$ cat config.mk
export PLATFORM = sky130hd
export DESIGN_NAME = avalon_mm_regbank_slave_flat
export DESIGN_NICKNAME = d
export VERILOG_FILES = /design/src/rtl/avalon_mm_regbank_slave_if.sv /design/src/rtl/avalon_mm_regbank_slave.sv /design/src/flat_wrapper.sv
export SDC_FILE = /design/constraint.sdc
export NUM_CORES = 1
export LEC_CHECK = 0
export BUFFER_PORTS_ARGS = -buffer_cell sky130_fd_sc_hd__buf_4
export CELL_PAD_IN_SITES_DETAIL_PLACEMENT = 0
export CELL_PAD_IN_SITES_GLOBAL_PLACEMENT = 2
export CORE_AREA = 2 2 435 437
export CTS_CLUSTER_SIZE = 24
export DETAILED_ROUTE_END_ITERATION = 8
export DIE_AREA = 0 0 437 439
export PLACE_DENSITY = 0.53
export REMOVE_ABC_BUFFERS = 1
export SLEW_MARGIN = 30
export SYNTH_ARGS = -nofsm -noshare
export SYNTH_HDL_FRONTEND = slang
export SYNTH_SLANG_ARGS = --single-unit
export TNS_END_PERCENT = 10
$ cat constraint.sdc
create_clock -name clk -period 3.8 [get_ports clk]
set_input_delay 0.57 -clock clk [delete_from_list [all_inputs] [get_ports clk]]
set_output_delay 0.57 -clock clk [all_outputs]
set_load 0.02 [all_outputs]
$ cat src/rtl/avalon_mm_regbank_slave_if.sv
// avalon_mm_regbank_slave_if: Avalon-MM bus between a master and the register bank slave
interface avalon_mm_regbank_slave_if #(
   parameter int ADDRESS_WIDTH = 4,
   parameter int DATA_WIDTH = 32
);
   logic [ADDRESS_WIDTH-1:0] address;
   logic read;
   logic write;
   logic [DATA_WIDTH-1:0] writedata;
   logic [DATA_WIDTH/8-1:0] byteenable;
   logic [DATA_WIDTH-1:0] readdata;
   logic waitrequest;
   modport master(output address, read, write, writedata, byteenable, input readdata, waitrequest);
   modport slave(input address, read, write, writedata, byteenable, output readdata, waitrequest);
endinterface

$ cat src/rtl/avalon_mm_regbank_slave.sv
// avalon_mm_regbank_slave: Avalon-MM slave with RW/RO register bank, wait states and error counter
module avalon_mm_regbank_slave #(
   parameter int ADDRESS_WIDTH = 4,
   parameter int DATA_WIDTH = 32,
   parameter int NUM_REGS = 16,
   parameter int WAIT_CYCLES = 1,
   parameter logic [NUM_REGS-1:0] RO_MASK = '0,
   parameter logic [DATA_WIDTH-1:0] REG_RESET = '0
) (
   input  logic clk,
   input  logic reset,
   avalon_mm_regbank_slave_if.slave bus,
   input  logic [NUM_REGS*DATA_WIDTH-1:0] hw_status,
   output logic [NUM_REGS*DATA_WIDTH-1:0] reg_out,
   output logic [NUM_REGS-1:0] reg_wr_strobe,
   output logic [7:0] err_count
);
   localparam int BE_W = DATA_WIDTH / 8;
   typedef enum logic [1:0] {IDLE, WAIT, ACK} state_t;
   state_t state, state_nx;
   logic [3:0] cnt;
   logic [ADDRESS_WIDTH-1:0] addr_q;
   logic wr_q, both_q;
   logic [DATA_WIDTH-1:0] wdata_q;
   logic [BE_W-1:0] be_q;
   logic [DATA_WIDTH-1:0] regs [NUM_REGS];
   logic [DATA_WIDTH-1:0] rd_val, lane_mask;
   logic [NUM_REGS-1:0] sel, commit;
   logic req, dropped, to_ack, xfer_err;
   // decode the latched transfer and compute the next FSM state
   always_comb begin
      sel = '0;
      rd_val = '0;
      lane_mask = '0;
      for (int i = 0; i < NUM_REGS; i++)
         if (addr_q == ADDRESS_WIDTH'(i)) begin
            sel[i] = 1'b1;
            rd_val = RO_MASK[i] ? hw_status[i*DATA_WIDTH +: DATA_WIDTH] : regs[i];
         end
      for (int b = 0; b < BE_W; b++) lane_mask[b*8 +: 8] = {8{be_q[b]}};
      commit = sel & ~RO_MASK;
      xfer_err = both_q | ~|sel | (wr_q & |(sel & RO_MASK));
      req = bus.read | bus.write;
      dropped = state == WAIT && !req;
      to_ack = state == WAIT && req && cnt == '0;
      state_nx = state == IDLE ? (req ? WAIT : IDLE) :
                 (state == WAIT && req && cnt != '0) ? WAIT :
                 to_ack ? ACK : IDLE;
   end
   // FSM state, transfer latch, registered bus outputs and error counter
   always_ff @(posedge clk) begin
      if (reset) begin
         state <= IDLE;
         cnt <= '0;
         addr_q <= '0;
         wr_q <= 1'b0;
         both_q <= 1'b0;
         wdata_q <= '0;
         be_q <= '0;
         bus.waitrequest <= 1'b1;
         bus.readdata <= '0;
         reg_wr_strobe <= '0;
         err_count <= '0;
      end else begin
         state <= state_nx;
         bus.waitrequest <= !to_ack;
         bus.readdata <= (to_ack && !wr_q) ? rd_val : '0;
         reg_wr_strobe <= (to_ack && wr_q) ? commit : '0;
         if (((to_ack && xfer_err) || dropped) && err_count != 8'hFF) err_count <= err_count + 8'd1;
         if (state == IDLE && req) begin
            addr_q <= bus.address;
            wr_q <= bus.write;
            both_q <= bus.read & bus.write;
            wdata_q <= bus.writedata;
            be_q <= bus.byteenable;
            cnt <= 4'(WAIT_CYCLES);
         end else if (state == WAIT && cnt != '0) cnt <= cnt - 4'd1;
      end
   end
   // register bank: enabled byte lanes of the target RW register update on ACK entry
   always_ff @(posedge clk) begin
      if (reset) begin
         for (int i = 0; i < NUM_REGS; i++) regs[i] <= REG_RESET;
      end else if (to_ack && wr_q) begin
         for (int i = 0; i < NUM_REGS; i++)
            if (commit[i]) regs[i] <= (regs[i] & ~lane_mask) | (wdata_q & lane_mask);
      end
   end
   // expose RW contents; read-only slots read as zero
   always_comb begin
      reg_out = '0;
      for (int i = 0; i < NUM_REGS; i++)
         reg_out[i*DATA_WIDTH +: DATA_WIDTH] = RO_MASK[i] ? '0 : regs[i];
   end
endmodule
$ cat src/flat_wrapper.sv
// flat-port wrapper written by rule: the top's interface ports become plain ports
module avalon_mm_regbank_slave_flat 
#(
   parameter int ADDRESS_WIDTH = 4,
   parameter int DATA_WIDTH = 32,
   parameter int NUM_REGS = 16,
   parameter int WAIT_CYCLES = 1,
   parameter logic [NUM_REGS-1:0] RO_MASK = '0,
   parameter logic [DATA_WIDTH-1:0] REG_RESET = '0
)
  (clk, reset, hw_status, reg_out, reg_wr_strobe, err_count, bus_address, bus_read, bus_write, bus_writedata, bus_byteenable, bus_readdata, bus_waitrequest);
  avalon_mm_regbank_slave_if #(.ADDRESS_WIDTH(ADDRESS_WIDTH), .DATA_WIDTH(DATA_WIDTH)) bus_i ();
  input  logic clk;
  input  logic reset;
  input  logic [NUM_REGS*DATA_WIDTH-1:0] hw_status;
  output logic [NUM_REGS*DATA_WIDTH-1:0] reg_out;
  output logic [NUM_REGS-1:0] reg_wr_strobe;
  output logic [7:0] err_count;
  input wire logic [$bits(bus_i.address)-1:0] bus_address;
  input wire logic [$bits(bus_i.read)-1:0] bus_read;
  input wire logic [$bits(bus_i.write)-1:0] bus_write;
  input wire logic [$bits(bus_i.writedata)-1:0] bus_writedata;
  input wire logic [$bits(bus_i.byteenable)-1:0] bus_byteenable;
  output wire logic [$bits(bus_i.readdata)-1:0] bus_readdata;
  output wire logic [$bits(bus_i.waitrequest)-1:0] bus_waitrequest;
  assign bus_i.address = bus_address;
  assign bus_i.read = bus_read;
  assign bus_i.write = bus_write;
  assign bus_i.writedata = bus_writedata;
  assign bus_i.byteenable = bus_byteenable;
  assign bus_readdata = bus_i.readdata;
  assign bus_waitrequest = bus_i.waitrequest;
  avalon_mm_regbank_slave #(.ADDRESS_WIDTH(ADDRESS_WIDTH), .DATA_WIDTH(DATA_WIDTH), .NUM_REGS(NUM_REGS), .WAIT_CYCLES(WAIT_CYCLES), .RO_MASK(RO_MASK), .REG_RESET(REG_RESET)) u_core (.clk(clk), .reset(reset), .bus(bus_i), .hw_status(hw_status), .reg_out(reg_out), .reg_wr_strobe(reg_wr_strobe), .err_count(err_count));
endmodule
# Word level (Yosys, flattened, before mapping)
# Memories as Yosys holds them, arrays and structs flattened.
# Cells that the tools add are included.
[totals] regBits=105 ram_bits=512 input_bits=556 word_cells=231 memories=1
[classes] n_addsub=2 n_eq_ne=17 n_mux=120 bitwise_logic=55 n_reduce_logical=24
[memory_table] name="u_core.regs" words=16 word_bits=32 read_ports=16 rd_ports_with_merged_regs=0 wr=16 line="avalon_mm_regbank_slave.sv:26" text="logic [DATA_WIDTH-1:0] regs [NUM_REGS];"
[ops] cell="32-bit 2-to-1 mux" n=32
[ops] cell="32-bit AND" n=17
[ops] cell="32-bit bitwise OR" n=16
[ops] cell="1-bit 2-to-1 mux" n=85
[ops] cell="4-bit equality test (second input constant)" n=8
[ops] cell="32-bit NOT" n=1
[ops] cell="1-bit bitwise OR" n=18
[ops] cell="4-bit by 3-bit equality test with 1-bit output (second input constant)" n=4
[ops] cell="16-bit OR reduction" n=1
[ops] cell="1-bit logical AND" n=10
[ops] cell="8-bit by 1-bit adder with 8-bit output (second input constant)" n=1
[ops] cell="4-bit by 2-bit equality test with 1-bit output (second input constant)" n=2
[ops] cell="4-bit logical NOT" n=2
[ops] cell="8-bit inequality test (second input constant)" n=1
[ops] cell="2-bit 2-to-1 mux" n=3
[ops] cell="2-bit OR reduction" n=3
[ops] cell="4-bit by 1-bit equality test with 1-bit output (second input constant)" n=1
[ops] cell="1-bit logical NOT" n=4
[ops] cell="4-bit nonzero test" n=1
[ops] cell="4-bit by 1-bit subtractor with 4-bit output (second input constant)" n=1
[ops] cell="2-bit by 1-bit equality test with 1-bit output (second input constant)" n=1
[ops] cell="2-bit logical NOT" n=1
[ops] cell="1-bit NOT" n=2
[ops] cell="2-bit nonzero test" n=1
[ops] cell="2 further kinds" n=2

# Depth between registers and ports, before layout
# Gate-level depths: netlist (run 1).
[logic_depth] depth_word=17 depth_mapped=9

# Worst setup path after synthesis (run 1)
# OpenSTA, ideal clock, no wires.
[synth_timing] path_type="flip-flop to flip-flop" start="register u_core.cnt[0]" end="memory u_core.regs[4][0], in the netlist u_core.regs[0][128], enable pin" setup_time_ps=428 arrival_time_ps=3000 required_time_ps=3372 slack_ps=372 path_stages_with_launch=8 path_buffers=0 period_less_slack_ps=3428 cell_sequence="dfxtp_1 > inv_1 > ha_1 > nor3b_4 > nand3_2 > nor2_1 > nand2_1 > o21bai_1"
[synth_lines] item="start: declaration" line="avalon_mm_regbank_slave.sv:21" text="logic [3:0] cnt;"
[synth_lines] item="start signal: assignment" line="avalon_mm_regbank_slave.sv:76" text="cnt <= 4'(WAIT_CYCLES);"
[synth_lines] item="start signal: assignment" line="avalon_mm_regbank_slave.sv:77" text="end else if (state == WAIT && cnt != '0) cnt <= cnt - 4'd1;"
[synth_lines] item="end: declaration" line="avalon_mm_regbank_slave.sv:26"

==> reports/results.txt, run 1 <==
CP max-delay cell = dfxtp_4
synthesized flop and latch total = 617
Cell Area, Placed = 0.0382 sq mm
status = complete, no violations
grt ovf = 0
maxcap violations = 0
std cell rows = 159
Tmin final = 3.10 ns
peak supply drop = 0.000353 V
post-synth top area cell = edfxtp_1
Hold EP = u_core.wdata_q[26]$_SDFFE_PP0P_
critical path type = reg2reg
worst min-delay path startpoint = bus_writedata[26]
wire length per cell = 31.9 microns
vias = 25.6k
CTS tree = built
Setup Buffers After CTS = 0
DRC viols = 0
Hold Vio Cnt, Final = 0
clock sink total = 617
Most used DFF post-synth = edfxtp_1
FMAX = 323 MHz
Hold Path Depth = 3
clk_lat worst skew = 0.73 ns
CTS buffer count = 87
synthesized area per cell = 11.2 sq um
post-route total power = 19.8 mW
DRT Pass-1 Iters = 5
EDFF count, synth = 512
Finished Layout Cells = 5,830
Initial DRC Count = 2,510
Reg2Reg Launch Point = u_core.addr_q[3]$_SDFFE_PP0P_
worst endpoint data arrival time = 3.44 ns
Power Density = 482 mW/mm^2
hold buffer count at cts = 0
vias in the first global route = 24.9k
Buf/Inv on CP = 2
Die Width = 437 microns
Crit Path Max Fanout = 33
CP required = 4.14 ns
height of the die = 439 microns
CP Launch Type = flip-flop
antenna violations before repair = 16
unrepaired setup endpoints after global routing = no
Lkg Pwr = 15.1 nW
DP Wirelength = 129,000 microns
CTS resizes = 0
most used cell along the critical path = buf_4
clk buf depth = 3
final core occ = 22.0%
worst setup margin = 0.701 ns
H-tree levels = 3
flop2flop setup slack = 0.70 ns
total length of routed wires = 186,000 microns
post-synth top area share = 51.0%
async set or reset register ratio after synthesis = 0%
vias per inst = 4.38
CORE AREA = 0.187 sq mm
worst-margin pin slew = 0.966 ns
Fin Clk Skew = 0.0323 ns
largest net degree at the start of global routing = 112
RR Endpoint = u_core.regs[1][5]$_SDFFCE_PN0P_
nets@finish = 3,815
number of I/O port buffers = 612
Placement Setup Slack = 0.729 ns
sequential-to-total area share from yosys stat = 57.9%
Mapped Area = 0.0302 sq mm
Die Outline Area = 0.192 sq mm
largest cells by area after synthesis = edfxtp_1, nand2b_1, a21oi_1
CP top delay family = buffers and inverters
Worst Hold Class = in2reg
routability congestion estimate = 0.780
crit-path cells = nor2b_4, buf_4, nand2_1, o21bai_4, buf_4
worst reg2reg path depth = 5
distinct cell type count after synthesis = 71
Worst Setup End Kind = flip-flop
IO Count = 1,125
Root Buffer = clkbuf_16
final slew viol count = 0
Final Cell Area = 0.0411 sq mm
Starting Density = 16.1%
layout cell share with drive strength beyond 1 = 30.8%
Finish-stage setup viols = 0
placed cell count = 5,663
Tcrit/Tclk final = 81.6%
FILL cells = 20.4k
Mapped Cells = 2,687
first-pass GRT wire length = 242,000 microns
relative slew slack = 35.6%
YS warnings = 0
GRT Total Usage = 18.7%
DRT antenna net count = 0
CP max stage delay = 0.70 ns
Area Growth Syn to Fin = 36.3%
Clock transition at path regs = 0.06 ns
[cells by family after synthesis]
group / Yosys count / synth area share, %
AOI/OAI and AO/OA: 869 / 17.1
xor gates and xnor gates: 9 / 0.261
adders and majority gates: 2 / 0.0829
buffers and inverters: 263 / 3.94
DFF: 617 / 57.9
muxes: 108 / 5.28
and+or+nand+nor: 819 / 15.4
[sequential cells by signal, indices dropped and copies added, names as in the netlist]
signal,cells
u_core.err_count,8
u_core.be_q,4
u_core.reg_wr_strobe,16
u_core.wdata_q,32
u_core.both_q,1
u_core.state,2
u_core.wr_q,1
u_core.cnt,4
u_core.addr_q,4
u_core.bus.waitrequest,1
u_core.bus.readdata,32
u_core.regs,512
[report_power, final]
group / leakage [nW] / switching [mW] / internal [mW]
clock: 1.42 / 3.57 / 5.04
combinational: 7.54 / 2.03 / 1.07
sequential: 6.13 / 0.445 / 7.68
[per-layer routing]
| metal | share of wire [%] | routed length (microns) | GRT usage [%] |
|---|---|---|---|
| met2 | 45 | 83600 | 29.1 |
| met3 | 10 | 18700 | 6.32 |
| met1 | 41 | 76100 | 23.7 |
| met5 | 0 | 0 | 0 |
| met4 | 4.1 | 7550 | 7.42 |
[cells in the mapped netlist (23+ instances only)]
master    instances
nand2_1         188
edfxtp_1        512
a21oi_2          49
o221ai_1         23
a221oi_1         29
a21oi_1         555
nor2_1           32
mux4_2           37
clkbuf_1        155
dfxtp_1         105
mux2i_1          55
o22ai_1          65
nand2b_1        517
o21ai_0          42
buf_2            59
[per-stage QoR]
step                      hold WS [ns]  TNS (ns)
after floorplan                  0.426  -2138.44
after global placement           0.444         0
after detailed placement         0.447         0
after CTS                       0.0111         0
after global routing            0.0592         0
final                           0.0918         0
[worst max path at each step]
stage                                  startpoint                           endpoint  slack, ns  cells past startpoint
global placement    u_core.addr_q[3]$_SDFFE_PP0P_    u_core.regs[1][5]$_SDFFCE_PN0P_       0.72                      5
finish              u_core.addr_q[3]$_SDFFE_PP0P_    u_core.regs[1][5]$_SDFFCE_PN0P_       0.70                      5
global route        u_core.addr_q[3]$_SDFFE_PP0P_    u_core.regs[1][5]$_SDFFCE_PN0P_       0.68                      5
detailed placement  u_core.addr_q[3]$_SDFFE_PP0P_    u_core.regs[1][5]$_SDFFCE_PN0P_       0.73                      5
CTS                 u_core.addr_q[3]$_SDFFE_PP0P_    u_core.regs[1][5]$_SDFFCE_PN0P_       0.69                      5
floorplan           u_core.addr_q[0]$_SDFFE_PP0P_  u_core.regs[1][224]$_SDFFCE_PP0P_      -3.99                      3
[worst register-to-register path, delay by kind of cell, from the launching register on]
family,cells,cell delay [ns]
compound gates,1,0.20
buf+inv,2,0.99
flops,1,0.70
simple gates,2,0.71
[area by class of cell]
cell class	count	area (sq um)	area share, %
well taps	2495	3120	7.59
multi-input cells	1807	11800	28.7
repair buffers	724	5710	13.9
clock buffers	117	2430	5.91
inverters	20	78.8	0.192
clock inverters	45	488	1.19
flip-flops and latches	617	17500	42.6
diodes	5	12.5	0.0304
[cell usage in the layout (no fill, tap or decap), types with 14 or more instances in the layout]
cell type / count
clkbuf_16: 89
nand2b_1: 515
clkinv_2: 17
a21oi_2: 49
a221oi_1: 29
buf_12: 21
o221ai_1: 23
inv_1: 17
mux2i_1: 55
o211a_1: 16
mux4_2: 37
a21oi_1: 555
clkbuf_1: 18
o21ai_0: 42
o22ai_1: 65
nand2_1: 181
edfxtp_1: 512
dfxtp_1: 97
nor2_1: 32
mux2_2: 14
buf_4: 702
a31oi_1: 20
No activity file was read; power rests on OpenSTA's default activity.
==> run 2: changes to the inputs <==
Settings changed: ABC_AREA set to 1, CORE_AREA 2 2 435 437 to 2 2 442 444, DIE_AREA 0 0 437 439 to 0 0 444 446, PLACE_DENSITY 0.53 to 0.54.
Clock period 3.8 ns to 2.73 ns, I/O delays scaled along.
==> run 2 against run 1 <==
Global-route usage is 1.4 points lower. Worst setup slack worse by 0.56 ns. Non-clock buffer count is 139 higher. Clock skew is 0.0056 ns lower. Power is 42% higher. Critical path type unchanged. Highest routed layer is now met5. Clock power is 36% higher.
==> reports/results.txt, run 2 <==
top-count cell post-synth = nand2_1
worst-margin pin slew = 0.835 ns (-0.131 ns)
Buf/Inv on CP = 5 (+3)
wire length per cell = 27.2 microns (-15%)
GRT Total Usage = 17.2% (-1.4 points)
Starting Density = 14.6% (-1.6 points)
CP max stage delay = 0.34 ns (-0.36 ns)
Die Outline Area = 0.198 sq mm (+3.2%)
FMAX = 386 MHz (+20%)
Mapped Area = 0.0282 sq mm (-6.6%)
CTS tree = built
largest cells by area after synthesis = edfxtp_1, a21oi_1, nand2_1
distinct cell type count after synthesis = 30 (-58%)
number of I/O port buffers = 612 (unchanged)
Initial DRC Count = 2,329 (-7.2%)
critical path type = reg2reg
Worst Hold Class = in2reg
clk_lat worst skew = 0.72 ns (about the same)
DRT antenna net count = 0 (unchanged)
layout cell share with drive strength beyond 1 = 26.5% (-4.3 points)
unrepaired setup endpoints after global routing = yes
Finish-stage setup viols = 0 (unchanged)
Met3 Routed Length = 12,600 microns (-33%)
worst endpoint data arrival time = 3.19 ns (-0.25 ns)
vias = 26.3k (+3.0%)
CP Launch Type = flip-flop
CP required = 3.33 ns (-0.81 ns)
Tcrit/Tclk final = 94.8% (+13 points)
CORE AREA = 0.194 sq mm (+3.5%)
Fin Clk Skew = 0.0267 ns (-0.00565 ns)
Root Buffer = clkbuf_16
CTS buffer count = 86 (-1.1%)
Tmin final = 2.59 ns (-0.511 ns)
largest net degree at the start of global routing = 120 (+7.1%)
commonest non-fill, non-tap cell in the layout = buf_4
Most used DFF post-synth = edfxtp_1
height of the die = 446 microns (+1.6%)
synthesized flop and latch total = 617 (unchanged)
Area Growth Syn to Fin = 45.6%
worst reg2reg path depth = 17 (+12)
total length of routed wires = 177,000 microns (-4.8%)
Power Density = 684 mW/mm^2 (+42%)
Largest register FFs = 512 (unchanged)
most used cell along the critical path = nor2_1
Synth top cells by count = nand2_1, nor2_1, a21oi_1
relative slew slack = 44.3% (+8.7 points)
Placement Setup Slack = 0.0391 ns (-0.690 ns)
final slew viol count = 0 (unchanged)
FILL cells = 21.5k (+5.3%)
nets@finish = 4,448 (+17%)
Final Cell Area = 0.0410 sq mm (-0.27%)
routability congestion estimate = 0.822 (+5.4%)
met1 wire length = 80,900 microns (+6.4%)
post-synth top area cell = edfxtp_1
DRC viols = 0 (unchanged)
vias per inst = 4.04 (-7.7%)
status = complete, no violations
DP Wirelength = 134,000 microns (+3.3%)
Clock transition at path regs = 0.07 ns (about the same)
synthesized area per cell = 9.03 sq um (-20%)
IO Count = 1,125 (unchanged)
async set or reset register ratio after synthesis = 0% (unchanged)
grt ovf = 0 (unchanged)
worst setup margin = 0.142 ns (-0.559 ns)
std cell rows = 162 (+1.9%)
first-pass GRT wire length = 233,000 microns (-3.9%)
H-tree levels = 3 (unchanged)
wire length on met2 = 76,600 microns (-8.3%)
clock sink total = 617 (unchanged)
Mapped Cells = 3,122 (+16%)
Hold Vio Cnt, Final = 0 (unchanged)
DRT Pass-1 Iters = 5 (unchanged)
Worst path depth = 17 (+12)
max layer used = met5
CP top delay family = simple AND/OR/NAND/NOR gates
EDFF count, synth = 512 (unchanged)
flop2flop setup slack = 0.14 ns (-0.56 ns)
Cell Area, Placed = 0.0377 sq mm (-1.2%)
post-synth top area share = 54.6% (+3.6 points)
YS warnings = 0 (unchanged)
vias in the first global route = 24.9k (+0.23%)
Crit Path Max Fanout = 10 (-70%)
Lkg Pwr = 16.2 nW (+7.2%)
most frequent cells in the layout = buf_4, nand2_1, nor2_1
peak supply drop = 0.000441 V (+25%)
Worst Setup End Kind = flip-flop
Total Neg Setup Slack = 0 ns (unchanged)
Hold Path Depth = 3 (unchanged)
final core occ = 21.2% (-0.80 points)
antenna violations before repair = 17 (+1)
Die Width = 444 microns (+1.6%)
CP max-delay cell = dfxtp_1
sequential-to-total area share from yosys stat = 62.0% (+4.1 points)
Most flops, register = u_core.regs
biggest regs = u_core.regs: 512 flops, u_core.bus.readdata: 32 flops, u_core.wdata_q: 32 flops
clk buf depth = 3 (unchanged)
maxcap violations = 0 (unchanged)
crit-path cells = inv_2, nand2_2, nor2_4, buf_12, buf_4, nand2_1, nand2_1, nor2_2, nand4_1, nor2_1, nand4_1, buf_4, nor2_1, nand4_1, nor2_1, nor2_1, buf_4
run 2: changes by cell type after synthesis, sizes merged, moves of 45 or more:
cell    previous run  this run
nand2b           517         0
mux2i             55         0
nand4             10        91
o21ai             45        90
a21oi            604       551
nor2              37       638
inv               20       166
nand2            188       671
o22ai             65         1
run 2: worst paths after layout:
path                              startpoint                                  to
max reg2reg    u_core.addr_q[3]$_SDFFE_PP0P_  u_core.bus.readdata[22]$_SDFF_PP0_
min                        bus_writedata[21]     u_core.wdata_q[21]$_SDFFE_PP0P_
max            u_core.addr_q[3]$_SDFFE_PP0P_  u_core.bus.readdata[22]$_SDFF_PP0_
min reg2reg  u_core.wdata_q[13]$_SDFFE_PP0P_     u_core.wdata_q[13]$_SDFFE_PP0P_
run 2: where the power goes:
part	leakage, nW	switching, mW	internal [mW]
clock	1.39	4.89	6.83
combinational	8.66	3.43	1.62
sequential	6.13	0.550	10.8
total	16.2	8.88	19.2
run 2: layout make-up:
| cell class | instances | area [sq um] | share of cell area, % |
|---|---|---|---|
| Sequential cell | 617 | 17500 | 42.6 |
| Multi-Input combinational cell | 2124 | 9500 | 23.2 |
| Timing Repair Buffer | 863 | 7230 | 17.6 |
| Tap cell | 2542 | 3180 | 7.75 |
| Clock buffer | 108 | 2370 | 5.77 |
| Inverter | 198 | 756 | 1.84 |
| Clock inverter | 49 | 493 | 1.20 |
| Antenna cell | 8 | 20.0 | 0.0488 |
run 2: kinds of logic (layout without fill, tap and decap cells):
family                     after synthesis  after routing  share of synthesized area (%)
and+or+nand+nor                       1476           1476                           21.1
AOI/OAI and AO/OA                      644            644                           11.5
DFF                                    617            617                           62.0
buffers and inverters                  381           1218                           5.22
adders and majority gates                2              2                         0.0888
xor gates and xnor gates                 2              2                         0.0622
other                                    0              8                              0
run 2: stage by stage:
| stage | hold slack (ns) | cells | power, mW |
|---|---|---|---|
| 2_1_floorplan | 0.441 | 2939 | 13.4 |
| 3_3_place_gp | 0.455 | 6308 | 16.6 |
| 3_5_place_dp | 0.460 | 6308 | 16.6 |
| 4_1_cts | 0.0114 | 6500 | 28.5 |
| 5_1_grt | 0.0279 | 6503 | 29.2 |
| 6_report | 0.0568 | 6509 | 28.1 |
run 2: metal layers:
layer	vias to the layer above	global-route usage [%]
met1	13100	23.7
met5	-	0
li1	12100	-
met4	6	6.07
met2	981	26.0
met3	177	4.38
run 2: what timing repair did:
item,4_1_cts,5_1_grt
hold endpoints to repair,34,0
setup buffers,0,0
setup endpoints to repair,0,8
hold buffers,35,0
gates resized for setup,0,9
run 2: worst register-to-register path, delay by kind of cell (launching register included):
family	cells	cell delay [ns]
buf+inv	5	0.75
flops	1	0.34
simple gates	12	1.35
==> run 3: changes to the inputs <==
--- a/config.mk
+++ b/config.mk
@@ -16,3 +16,2 @@
 export PLACE_DENSITY = 0.54
-export REMOVE_ABC_BUFFERS = 1
 export SLEW_MARGIN = 30
--- a/constraint.sdc
+++ b/constraint.sdc
@@ -3,2 +3,2 @@
 set_output_delay 0.4095 -clock clk [all_outputs]
-set_load 0.02 [all_outputs]
+set_load 0.05 [all_outputs]
==> run 3 against run 2 <==
Utilization about the same. Die area unchanged. Critical path depth decreased by 1. Global-route usage decreased by 0.32 points. Worst setup slack got worse by 0.031 ns. Clock power decreased by 3%. Combinational power increased by 22%. Worst hold slack got worse by 0.020 ns. Critical path type unchanged. Critical endpoint is now u_core.bus.readdata[28]$_SDFF_PP0_. Largest cell class unchanged. Largest power group is now sequential cells. Highest routed layer is now met4.
==> reports/results.txt, run 3 (synthesized netlist as in run 2, its figures left out) <==
status = complete, no violations
Hold Vio Cnt, Final = 0 (unchanged)
flop2flop setup slack = 0.11 ns (-0.03 ns)
grt ovf = 0 (unchanged)
CTS tree = built
CTS buffer count = 84 (-2.3%)
routability congestion estimate = 0.815 (-0.86%)
Crit Path Max Fanout = 10 (unchanged)
number of I/O port buffers = 612 (unchanged)
Tcrit/Tclk final = 95.9% (+1.1 points)
Starting Density = 14.6% (unchanged)
Die Outline Area = 0.198 sq mm (unchanged)
clock sink total = 617 (unchanged)
peak supply drop = 0.000500 V (+13%)
Die Width = 444 microns (unchanged)
Worst Hold Class = in2reg
largest net degree at the start of global routing = 90 (-25%)
H-tree levels = 3 (unchanged)
RR Endpoint = u_core.bus.readdata[28]$_SDFF_PP0_
maxcap violations = 0 (unchanged)
DRC viols = 0 (unchanged)
layout cell share with drive strength beyond 1 = 26.6% (+0.11 points)
DRT antenna net count = 0 (unchanged)
FILL cells = 21.5k (+0.35%)
Largest register FFs = 512 (unchanged)
CORE AREA = 0.194 sq mm (unchanged)
Power Density = 698 mW/mm^2 (+2.1%)
antenna violations before repair = 8 (-9)
vias per inst = 4.03 (-0.46%)
Initial DRC Count = 2,308 (-0.90%)
Area Growth Syn to Fin = 45.9%
Reg2Reg Launch Point = u_core.addr_q[2]$_SDFFE_PP0P_
DRT Pass-1 Iters = 7 (+2)
CP max-delay cell = dfxtp_4
Seq pwr share = 39.3% (-1.0 points)
Worst Setup SP = u_core.addr_q[2]$_SDFFE_PP0P_
Clock transition at path regs = 0.06 ns (about the same)
IO Count = 1,125 (unchanged)
Tmin final = 2.62 ns (+0.0306 ns)
first-pass GRT wire length = 229,000 microns (-1.6%)
clock power share = 39.3% (-2.5 points)
area occupied by multi-input gates = 0.00951 sq mm (+0.11%)
worst-margin pin slew = 0.904 ns (+0.0690 ns)
Fin Clk Skew = 0.0296 ns (+0.00295 ns)
wire length per cell = 26.6 microns (-2.2%)
crit-path cells = inv_2, nand2_4, nor2_2, buf_12, buf_12, nand2_1, nand2_1, nor2_1, nand4_1, nor2_1, nand4_1, nor2_1, nand4_1, buf_4, nor2_1, nor2_1
clk_lat worst skew = 0.72 ns (about the same)
std cell rows = 162 (unchanged)
biggest regs = u_core.regs: 512 flops, u_core.bus.readdata: 32 flops, u_core.wdata_q: 32 flops
Total Neg Setup Slack = 0 ns (unchanged)
Most flops, register = u_core.regs
FMAX = 382 MHz (-1.2%)
Sw Share = 34.2% (+2.6 points)
Cell Area, Placed = 0.0378 sq mm (+0.19%)
Gate power share = 21.4% (+3.4 points)
total length of routed wires = 174,000 microns (-1.9%)
final slew viol count = 0 (unchanged)
most used cell along the critical path = nor2_1
GRT Total Usage = 16.9% (-0.32 points)
vias = 26.3k (-0.22%)
commonest non-fill, non-tap cell in the layout = buf_4
clk buf depth = 3 (unchanged)
Worst Setup End Kind = flip-flop
Synthesized Nets = 3,680
Root Buffer = clkbuf_16
critical path type = reg2reg
DP Wirelength = 132,000 microns (-1.2%)
most frequent cells in the layout = buf_4, nand2_1, nor2_1
CP required = 3.33 ns (about the same)
relative slew slack = 39.7% (-4.6 points)
CP max stage delay = 0.37 ns (+0.03 ns)
P_int = 18.9 mW (-1.6%)
worst reg2reg path depth = 16 (-1)
Seq. cell area = 0.0175 sq mm (about the same)
unrepaired setup endpoints after global routing = yes
worst setup margin = 0.111 ns (-0.0306 ns)
Final Cell Area = 0.0411 sq mm (+0.21%)
vias in the first global route = 24.7k (-0.75%)
Hold Path Depth = 3 (unchanged)
Lkg Pwr = 16.2 nW (+0.31%)
Finish-stage setup viols = 0 (unchanged)
height of the die = 446 microns (unchanged)
CP Launch Type = flip-flop
Psw = 9.82 mW (+11%)
Placement Setup Slack = -0.108 ns (-0.147 ns)
CP Capture Point = u_core.bus.readdata[28]$_SDFF_PP0_
nets@finish = 4,463 (+0.34%)
worst endpoint data arrival time = 3.22 ns (+0.03 ns)
==> run 3: repair_timing <==
action | in CTS | in global routing
pin swaps | 5 | 9
resized for setup | 12 | 19
cloned | 0 | 1
buffers inserted | 1 | 5
setup endpoints to repair | 3 | 19
hold buffers | 39 | 0
hold endpoints to repair | 38 | 0
==> run 3: metrics by stage <==
step	cells	util (%)	hold WS, ns	total power [mW]
floorplan	3122	-	0.441	14.4
global placement	6316	19.5	0.461	17.6
detailed placement	6316	19.5	0.472	17.6
CTS	6514	21.2	0.00524	29.2
global route	6522	21.2	0.0489	29.9
finish	6525	21.2	0.0365	28.7
==> run 3: layout make-up <==
| class | instances | area share (%) |
|---|---|---|
| inverter | 198 | 1.85 |
| clock buffer | 118 | 5.70 |
| multi-input combinational | 2124 | 23.1 |
| clock inverter | 40 | 0.925 |
| sequential | 617 | 42.5 |
| timing repair buffer | 880 | 18.1 |
| tap | 2542 | 7.74 |
| antenna | 6 | 0.0365 |
==> run 3: worst max-delay path, delay by kind of cell, from the launching register on <==
family,cells,cell delay (ns)
simple gates,12,1.55
buf+inv,4,0.55
flops,1,0.37
==> run 3: worst min-delay path by stage <==
stage | startpoint | to | slack (ns)
6_report | bus_address[1] | u_core.addr_q[1]$_SDFFE_PP0P_ | 0.04
5_1_grt | bus_address[1] | u_core.addr_q[1]$_SDFFE_PP0P_ | 0.05
4_1_cts | bus_address[1] | u_core.addr_q[1]$_SDFFE_PP0P_ | 0.005
3_5_place_dp | u_core.both_q$_SDFFE_PP0P_ | u_core.both_q$_SDFFE_PP0P_ | 0.47
3_3_place_gp | u_core.both_q$_SDFFE_PP0P_ | u_core.both_q$_SDFFE_PP0P_ | 0.46
2_1_floorplan | u_core.both_q$_SDFFE_PP0P_ | u_core.both_q$_SDFFE_PP0P_ | 0.44
==> run 3: per-layer routing <==
metal / track usage, % / part of all wire, %
met5: 0 / 0
met4: 3.82 / 2.1
met3: 5.34 / 8.8
met2: 25.1 / 43
met1: 23.7 / 46
==> run 3: power by group through the flow <==
| stage | clock network [mW] | registers, mW | logic [mW] |
|---|---|---|---|
| global placement | 0 | 11.5 | 6.12 |
| detailed placement | 0 | 11.5 | 6.12 |
| global route | 12.0 | 11.4 | 6.55 |
| finish | 11.3 | 11.3 | 6.14 |
| floorplan | 0 | 12.7 | 1.72 |
| CTS | 11.7 | 11.3 | 6.20 |
